### config.mk
export PLATFORM = sky130hd
export DESIGN_NAME = shift_fifo
export DESIGN_NICKNAME = d
export VERILOG_FILES = /design/src/rtl/core_pkg.sv /design/src/rtl/shift_fifo_slot.sv /design/src/rtl/shift_fifo.sv
export SDC_FILE = /design/constraint.sdc
export NUM_CORES = 1
export LEC_CHECK = 0
export BUFFER_PORTS_ARGS = -buffer_cell sky130_fd_sc_hd__buf_2
export CAP_MARGIN = 20
export CORE_UTILIZATION = 40
export DETAILED_ROUTE_END_ITERATION = 16
export SETUP_SLACK_MARGIN = 0.05
export SLEW_MARGIN = 10
export SYNTH_ARGS = -nofsm -noshare
export SYNTH_HDL_FRONTEND = slang
export SYNTH_SLANG_ARGS = --single-unit
### constraint.sdc
create_clock -name clk -period 6.38 [get_ports clk]
set_input_delay 1.914 -clock clk [delete_from_list [all_inputs] [get_ports clk]]
set_output_delay 1.914 -clock clk [all_outputs]
set_load 0.005 [all_outputs]
### src/rtl/core_pkg.sv
// ----------------------------------------------------------------------------
// core_pkg
// Shared helpers for the out-of-order core front end.
//   count_width(depth) : bits needed to hold an occupancy value 0..depth.
// ----------------------------------------------------------------------------
package core_pkg;

    function automatic int count_width(input int depth);
        return $clog2(depth + 1);
    endfunction

endpackage

### src/rtl/shift_fifo_slot.sv
// ----------------------------------------------------------------------------
// shift_fifo_slot
// One storage slot of the collapsing shift FIFO: a BITWIDTH register that
// either holds, loads its upper neighbour (shift on pop) or loads the
// producer's entry (push). Clear wins over everything, then input, then
// neighbour, so a push+pop cycle lands in_data on top of the shift.
//
// Ports:
//   clk          clock, rising edge
//   clear        synchronous clear (reset or flush)
//   sel_input    load din
//   sel_neighbor load neighbor (slot above)
//   neighbor     contents of slot i+1 (0 for the top slot)
//   din          entry offered by the producer
//   q            registered slot contents
// ----------------------------------------------------------------------------
module shift_fifo_slot #(
    parameter int BITWIDTH = 32
) (
    input  logic                clk,
    input  logic                clear,
    input  logic                sel_input,
    input  logic                sel_neighbor,
    input  logic [BITWIDTH-1:0] neighbor,
    input  logic [BITWIDTH-1:0] din,
    output logic [BITWIDTH-1:0] q
);

    always_ff @(posedge clk) begin
        if (clear) begin
            q <= '0;
        end else if (sel_input) begin
            q <= din;
        end else if (sel_neighbor) begin
            q <= neighbor;
        end
    end

endmodule

### src/rtl/shift_fifo.sv
// ----------------------------------------------------------------------------
// shift_fifo
// Collapsing shift-register FIFO between decode/rename and dispatch. Slot 0
// always holds the oldest entry and drives out_data straight from a register;
// a pop shifts every slot down by one, a push writes the first free slot.
// Dead slots are kept at zero so out_data reads 0 whenever empty.
//
// Handshake: a transfer happens on a rising edge where valid and ready are
// both high (push = in_valid & in_ready, pop = out_valid & out_ready).
// in_ready and out_valid depend only on the registered count, never on the
// other side's valid/ready, so a full buffer refuses a push even while
// popping. A flush or reset in the same cycle squashes both transfers.
//
// Parameters: BITWIDTH entry width, DEPTH slot count (>= 2).
// Ports:
//   clk, reset          clock, synchronous active-high reset
//   flush               discard all entries
//   in_data/in_valid    producer side, in_ready = (count < DEPTH)
//   out_data/out_valid  consumer side (slot 0), out_valid = (count != 0)
//   out_ready           consumer takes slot 0
//   count, full, empty  occupancy status
// ----------------------------------------------------------------------------
module shift_fifo
    import core_pkg::*;
#(
    parameter int BITWIDTH = 32,
    parameter int DEPTH    = 8
) (
    input  logic                          clk,
    input  logic                          reset,
    input  logic                          flush,
    input  logic [BITWIDTH-1:0]           in_data,
    input  logic                          in_valid,
    output logic                          in_ready,
    output logic [BITWIDTH-1:0]           out_data,
    output logic                          out_valid,
    input  logic                          out_ready,
    output logic [count_width(DEPTH)-1:0] count,
    output logic                          full,
    output logic                          empty
);

    localparam int CW = count_width(DEPTH);

    logic                clear;
    logic                push;
    logic                pop;
    logic [BITWIDTH-1:0] slot_q [DEPTH];
    logic [DEPTH-1:0]    at_count;     // one-hot: count == i
    logic [DEPTH-1:0]    at_count_m1;  // one-hot: count == i+1
    logic [DEPTH-1:0]    sel_in;

    assign clear     = reset | flush;
    assign in_ready  = (count < CW'(DEPTH));
    assign out_valid = (count != '0);
    assign full      = (count == CW'(DEPTH));
    assign empty     = (count == '0);
    assign push      = in_valid & in_ready;
    assign pop       = out_valid & out_ready;
    assign out_data  = slot_q[0];

    // With a simultaneous pop the whole array moves down one, so the free
    // slot the new entry must land in is count-1 instead of count.
    always_comb begin
        at_count    = '0;
        at_count_m1 = '0;
        for (int i = 0; i < DEPTH; i++) begin
            at_count[i]    = (count == CW'(i));
            at_count_m1[i] = (count == CW'(i + 1));
        end
        sel_in = '0;
        if (push) begin
            sel_in = pop ? at_count_m1 : at_count;
        end
    end

    for (genvar i = 0; i < DEPTH; i++) begin : g_slot
        logic [BITWIDTH-1:0] nb;
        if (i == DEPTH - 1) begin : g_top
            assign nb = '0;
        end else begin : g_mid
            assign nb = slot_q[i+1];
        end

        shift_fifo_slot #(
            .BITWIDTH(BITWIDTH)
        ) u_slot (
            .clk         (clk),
            .clear       (clear),
            .sel_input   (sel_in[i]),
            .sel_neighbor(pop),
            .neighbor    (nb),
            .din         (in_data),
            .q           (slot_q[i])
        );
    end

    always_ff @(posedge clk) begin
        if (clear) begin
            count <= '0;
        end else if (push && !pop) begin
            count <= count + 1'b1;
        end else if (pop && !push) begin
            count <= count - 1'b1;
        end
    end

    // Occupancy invariants guaranteed by the handshake rules.
    always_ff @(posedge clk) begin
        if (!reset) begin
            assert (count <= CW'(DEPTH));
            assert (!(pop && count == '0));
        end
    end

endmodule

== Word level (Yosys, flattened, before mapping) ==
Index checks and enable logic that the tools add are counted.

* Flip-flop bits (word level): 260
* Input port bits: 37
* Output and inout bits: 40
* Word-level logic and storage cells: 58

* $add $sub $neg: 2
* Order comparisons: 1
* Eq/ne operators: 8
* Multiplexer cells: 20
* Bitwise logic cells: 3
* Reduce and logical (&&, ||, !) cells: 15

{| class="wikitable"
|+ Operators with widths
! kind !! count
|-
| two-way mux 32 bit || 16
|-
| nonzero test 2 bit || 9
|-
| equality test 4 x 3 -> 1 bit, second input constant || 4
|-
| two-way mux 8 bit || 2
|-
| equality test 4 x 2 -> 1 bit, second input constant || 2
|-
| two-way mux 4 bit || 2
|-
| adder 4 x 1 -> 4 bit, second input constant || 1
|-
| equality test 4 x 1 -> 1 bit, second input constant || 1
|-
| equality test 4 bit, second input constant || 1
|-
| logical NOT 4 bit || 1
|-
| < comparator 4 bit, second input constant || 1
|-
| nonzero test 4 bit || 1
|-
| subtractor 4 x 1 -> 4 bit, second input constant || 1
|-
| bitwise AND 1 bit || 2
|-
| logical AND 1 bit || 2
|-
| logical NOT 1 bit || 2
|-
| bitwise OR 1 bit || 1
|}

== Logic depth before layout (Yosys ltp) ==
* Depth in word-level cells: 6
* Depth in mapped cells: 13
* Depth with buffers taken out: 10

== Cells and area by module ==
From an unflattened synthesis, not the netlist that was laid out.

* Cells, all modules: 1,212
* Area total of the unflattened synthesis: 12,637.1 um2

{| class="wikitable"
|+ By module, submodules not included
! module !! instances !! cells each !! area an instance (um2) !! sequential area each (um2)
|-
| shift_fifo_slot || 8 || 142 || 1,510.2 || 640.6
|-
| shift_fifo || 1 || 76 || 555.5 || 80.1
|}

== Least setup slack after synthesis ==
OpenSTA, ideal clock, no wires.

* Kind: input to register
* Start point: input out_ready
* End point: register count[3]
* Library setup time: 0.128 ns
* Data arrival time: 3.727 ns
* Data required time: 6.252 ns
* Path slack: 2.525 ns
* Stages: 11
* Path buffers: 3
* Path through: buf_2 > inv_1 > nor2_2 > inv_2 > buf_4 > buf_2 > ha_1 > or4_1 > a21oi_1 > xnor2_1 > nor2_1

* Longest elaborated chain between the ends: 4
* Elaborated cells on any way between the ends: 6
* Classes of those cells: mux (1); bitwise (1); reduce/logical (4)

{| class="wikitable"
|+ Ends and longest elaborated chain
! item !! RTL line !! RTL
|-
| start: declaration || shift_fifo.sv:37 || <nowiki>input logic out_ready,</nowiki>
|-
| bitwise AND 1 bit (*) || shift_fifo.sv:59 || <nowiki>assign pop = out_valid & out_ready;</nowiki>
|-
| logical NOT 1 bit || shift_fifo.sv:101 || <nowiki>end else if (push && !pop) begin</nowiki>
|-
| logical AND 1 bit || shift_fifo.sv:101 ||
|-
| two-way mux 4 bit or nonzero test 2 bit (tied branches) || -- ||
|-
| end signal: assignment || shift_fifo.sv:102 || <nowiki>count <= count + 1'b1;</nowiki>
|-
| end signal: assignment || shift_fifo.sv:104 || <nowiki>count <= count - 1'b1;</nowiki>
|-
| end: declaration || shift_fifo.sv:38 || <nowiki>output logic [count_width(DEPTH)-1:0] count,</nowiki>
|}

Mark *: on every way between the ends. The rest lies on a longest branch, timed or not.
A chain may end at the register's enable or synchronous reset.

== Final worst setup path ==
* Start point: register count[0]
* End point: output out_valid

* Longest elaborated chain between the ends: 1

{| class="wikitable"
|+ Ends and longest elaborated chain
! item !! RTL line !! RTL
|-
| nonzero test 4 bit || shift_fifo.sv:55 || <nowiki>assign out_valid = (count != '0);</nowiki>
|-
| end: declaration || shift_fifo.sv:36 || <nowiki>output logic out_valid,</nowiki>
|}

Every way passes these cells.

==> impl_metrics.json <==
{
  "status": "finished, final reports clean",
  "setup_viol": 0,
  "die_x_um": 168,
  "numCtsBuffers": 28,
  "antenna_found_initial": 0,
  "finalHoldViolations": 0,
  "period_needed_ns": 4.07,
  "synthTopCellsByCount": "260 x dfxtp_1, 259 x nand2_1, 196 x nand3_1",
  "hpwl_um": 17400,
  "htree_levels": 1,
  "fin_nets": 1371,
  "drt_iter0_drc": 1047,
  "initial_core_util_pct": 40.8,
  "rr_worst_depth": 9,
  "p_switching_mw": 1.19,
  "met1_usage_pct": 31.1,
  "synthArstFlopShare_pct": 0,
  "core_um2": 27000,
  "syn_to_final_growth_pct": 11.3,
  "synth_seq_cells": 260,
  "worst_pin_slew_ns": 1.02,
  "cp_max_fo": 10,
  "grt_pass1_wl_um": 52500,
  "place.gp.congestion": 0.748,
  "post-place-cells": 1638,
  "io_buffers": 76,
  "sequentialPowerShare_pct": 42.5,
  "cts.sinks": 260,
  "cp_slowest_cell": "ha_1",
  "fin_crit_sh_pct": 63.8,
  "p_per_area_nw_per_um2": 325,
  "num_vias": 10000,
  "mappedNetlistArea_um2": 11000,
  "place_area_um2": 11300,
  "final_cell_area_um2": 12200,
  "min_path_type": "reg -> reg",
  "syn-instance-count": 1361,
  "yosys.area.top_type": "dfxtp_1",
  "synth_cell_type_count": 41,
  "fmax_mhz": 246,
  "utilization_pct": 45.4,
  "path_cells": "inv_1 > ha_1 > nor3b_4 > inv_2 > buf_2",
  "post_cts_buffers": 0,
  "fin_tns_setup_ns": 0,
  "rows": 60,
  "syn_nets": 1404,
  "synth_area_leaders": "dfxtp_1 47%, nand3_1 8.9%, nand2_1 8.8%",
  "arrival_ns": 2.16,
  "grt_pass1_vias": 9265,
  "clkTransAtPathRegs_ns": 0.06,
  "instances_no_fill": 1690,
  "drive_gt1_share_pct": 12.8,
  "globalRouteTotalUtil_pct": 22.7,
  "dieHeight_um": 168,
  "synth_most_common_cell": "dfxtp_1",
  "power_frac_comb_pct": 16.3,
  "yosys.area.top_type_share_pct": 47.4,
  "crit_type": "reg -> out",
  "ctsRootBufferMaster": "clkbuf_16",
  "met3_usage_pct": 4.09,
  "postRouteAntennaNets": 0,
  "hold-path-cell-count": 2,
  "worst_ep_required_time_ns": 4.47,
  "antennaDiodeCount": 0,
  "wl_um": 32000,
  "dr.pass1.iters": 5,
  "fillCellCount": 2633,
  "rsz0062_at_grt": "false",
  "p_int_mw": 2.79,
  "clk_latency_ns": 0.54,
  "ir_drop_uv": 189,
  "vias_per_cell": 5.92,
  "routedWlPerCell_um": 18.9,
  "fin_skew_ns": 0.00712,
  "grt_use_met2_pct": 37.5,
  "cp-start-kind": "flip-flop",
  "critical_path.max_stage_delay_ns": 0.43,
  "syn_area_per_cell_um2": 8.08,
  "postCtsHoldBufs": 0,
  "die_area_um2": 28100,
  "max_slew_margin_pct": 31.5,
  "final-max-slew-violation-count": 0,
  "cts_max_path_buffers": 3,
  "ios": 77,
  "yosysSeqAreaShare_pct": 47.4,
  "drc": 0,
  "synth-edff-count": 0,
  "switching_share_pct": 29.9,
  "yosys_warnings": 0,
  "cap_viol_max_count": 0,
  "overflow": 0,
  "cts_resized": 0,
  "synth-main-ff-cell": "dfxtp_1",
  "end_kind": "primary output",
  "top_usage_layer": "met2",
  "whs_ns": 0.462,
  "pwr-share-clk_pct": 41.1,
  "cts_tree": "built",
  "leakagePower_nw": 3.70,
  "grt_max_degree": 103
}
cells by family after synthesis:
kind of cell,share of synthesized area (%)
compound gates,23.9
xor+xnor,0.239
fa+ha+maj,0.683
simple gates,20.2
buf+inv,7.30
flops,47.4
mux,0.398
per-layer routing:
layer / wire, µm / part of all wire, %
met4: 474 / 1.5
met5: 0 / 0
met3: 2180 / 6.8
met2: 14900 / 47
met1: 14400 / 45
power groups by stage:
stage	Sequential [mW]	Combinational, mW	Clock (mW)
floorplan	1.72	0.456	0
global placement	1.73	0.635	0
detailed placement	1.73	0.639	0
CTS	1.69	0.642	1.67
global route	1.70	0.704	1.74
finish	1.69	0.650	1.64
critical path: cells and delay by family (launching register included):
kind | cells | cell delay (ns)
flops | 1 | 0.37
simple gates | 1 | 0.37
buf+inv | 3 | 0.45
fa+ha+maj | 1 | 0.43
layout by cell type (no fill, tap or decap), drive strengths merged, types with 2 or more instances in the layout:
master,synthesis,routed
ha,6,6
nor2b,3,3
a22o,2,2
mux2,3,3
nor2,39,39
a22oi,128,128
inv,8,8
o311a,3,3
nand2,259,259
o21bai,2,2
bufinv,0,2
o21ai,33,33
a21oi,103,103
clkinv,0,8
nand3,196,196
xor2,2,2
a32oi,2,2
dfxtp,260,260
nand2b,4,4
a31oi,129,129
a21o,3,3
buf,83,100
clkbuf,80,41
layout make-up:
type | instances | area (µm²) | share of cell area, %
flip-flops and latches | 260 | 5200 | 42.5
clock inverters | 10 | 104 | 0.849
inverters | 8 | 32.5 | 0.266
well taps | 341 | 427 | 3.49
clock buffers | 41 | 831 | 6.79
multi-input cells | 930 | 5050 | 41.2
repair buffers | 100 | 593 | 4.85
path summary, 6_finish.rpt:
kind,start,end,slack [ns]
hold reg to reg,g_slot[6].u_slot.q[21],g_slot[5].u_slot.q[21],0.46
setup / recovery,count[0],out_valid,2.31
hold / removal,g_slot[6].u_slot.q[21],g_slot[5].u_slot.q[21],0.46
setup reg to reg,count[0],g_slot[5].u_slot.q[12],3.09
per-stage QoR:
step           setup WS, ns  power, mW
2_1_floorplan          2.53       2.17
3_3_place_gp           1.76       2.36
3_5_place_dp           1.76       2.37
4_1_cts                2.29       4.00
5_1_grt                2.12       4.14
6_report               2.31       3.98
state kept, by name (all words and copies together), names as in the netlist:
name             flops
g_slot.u_slot.q    256
count                4
No activity file was read; power rests on OpenSTA's default activity.
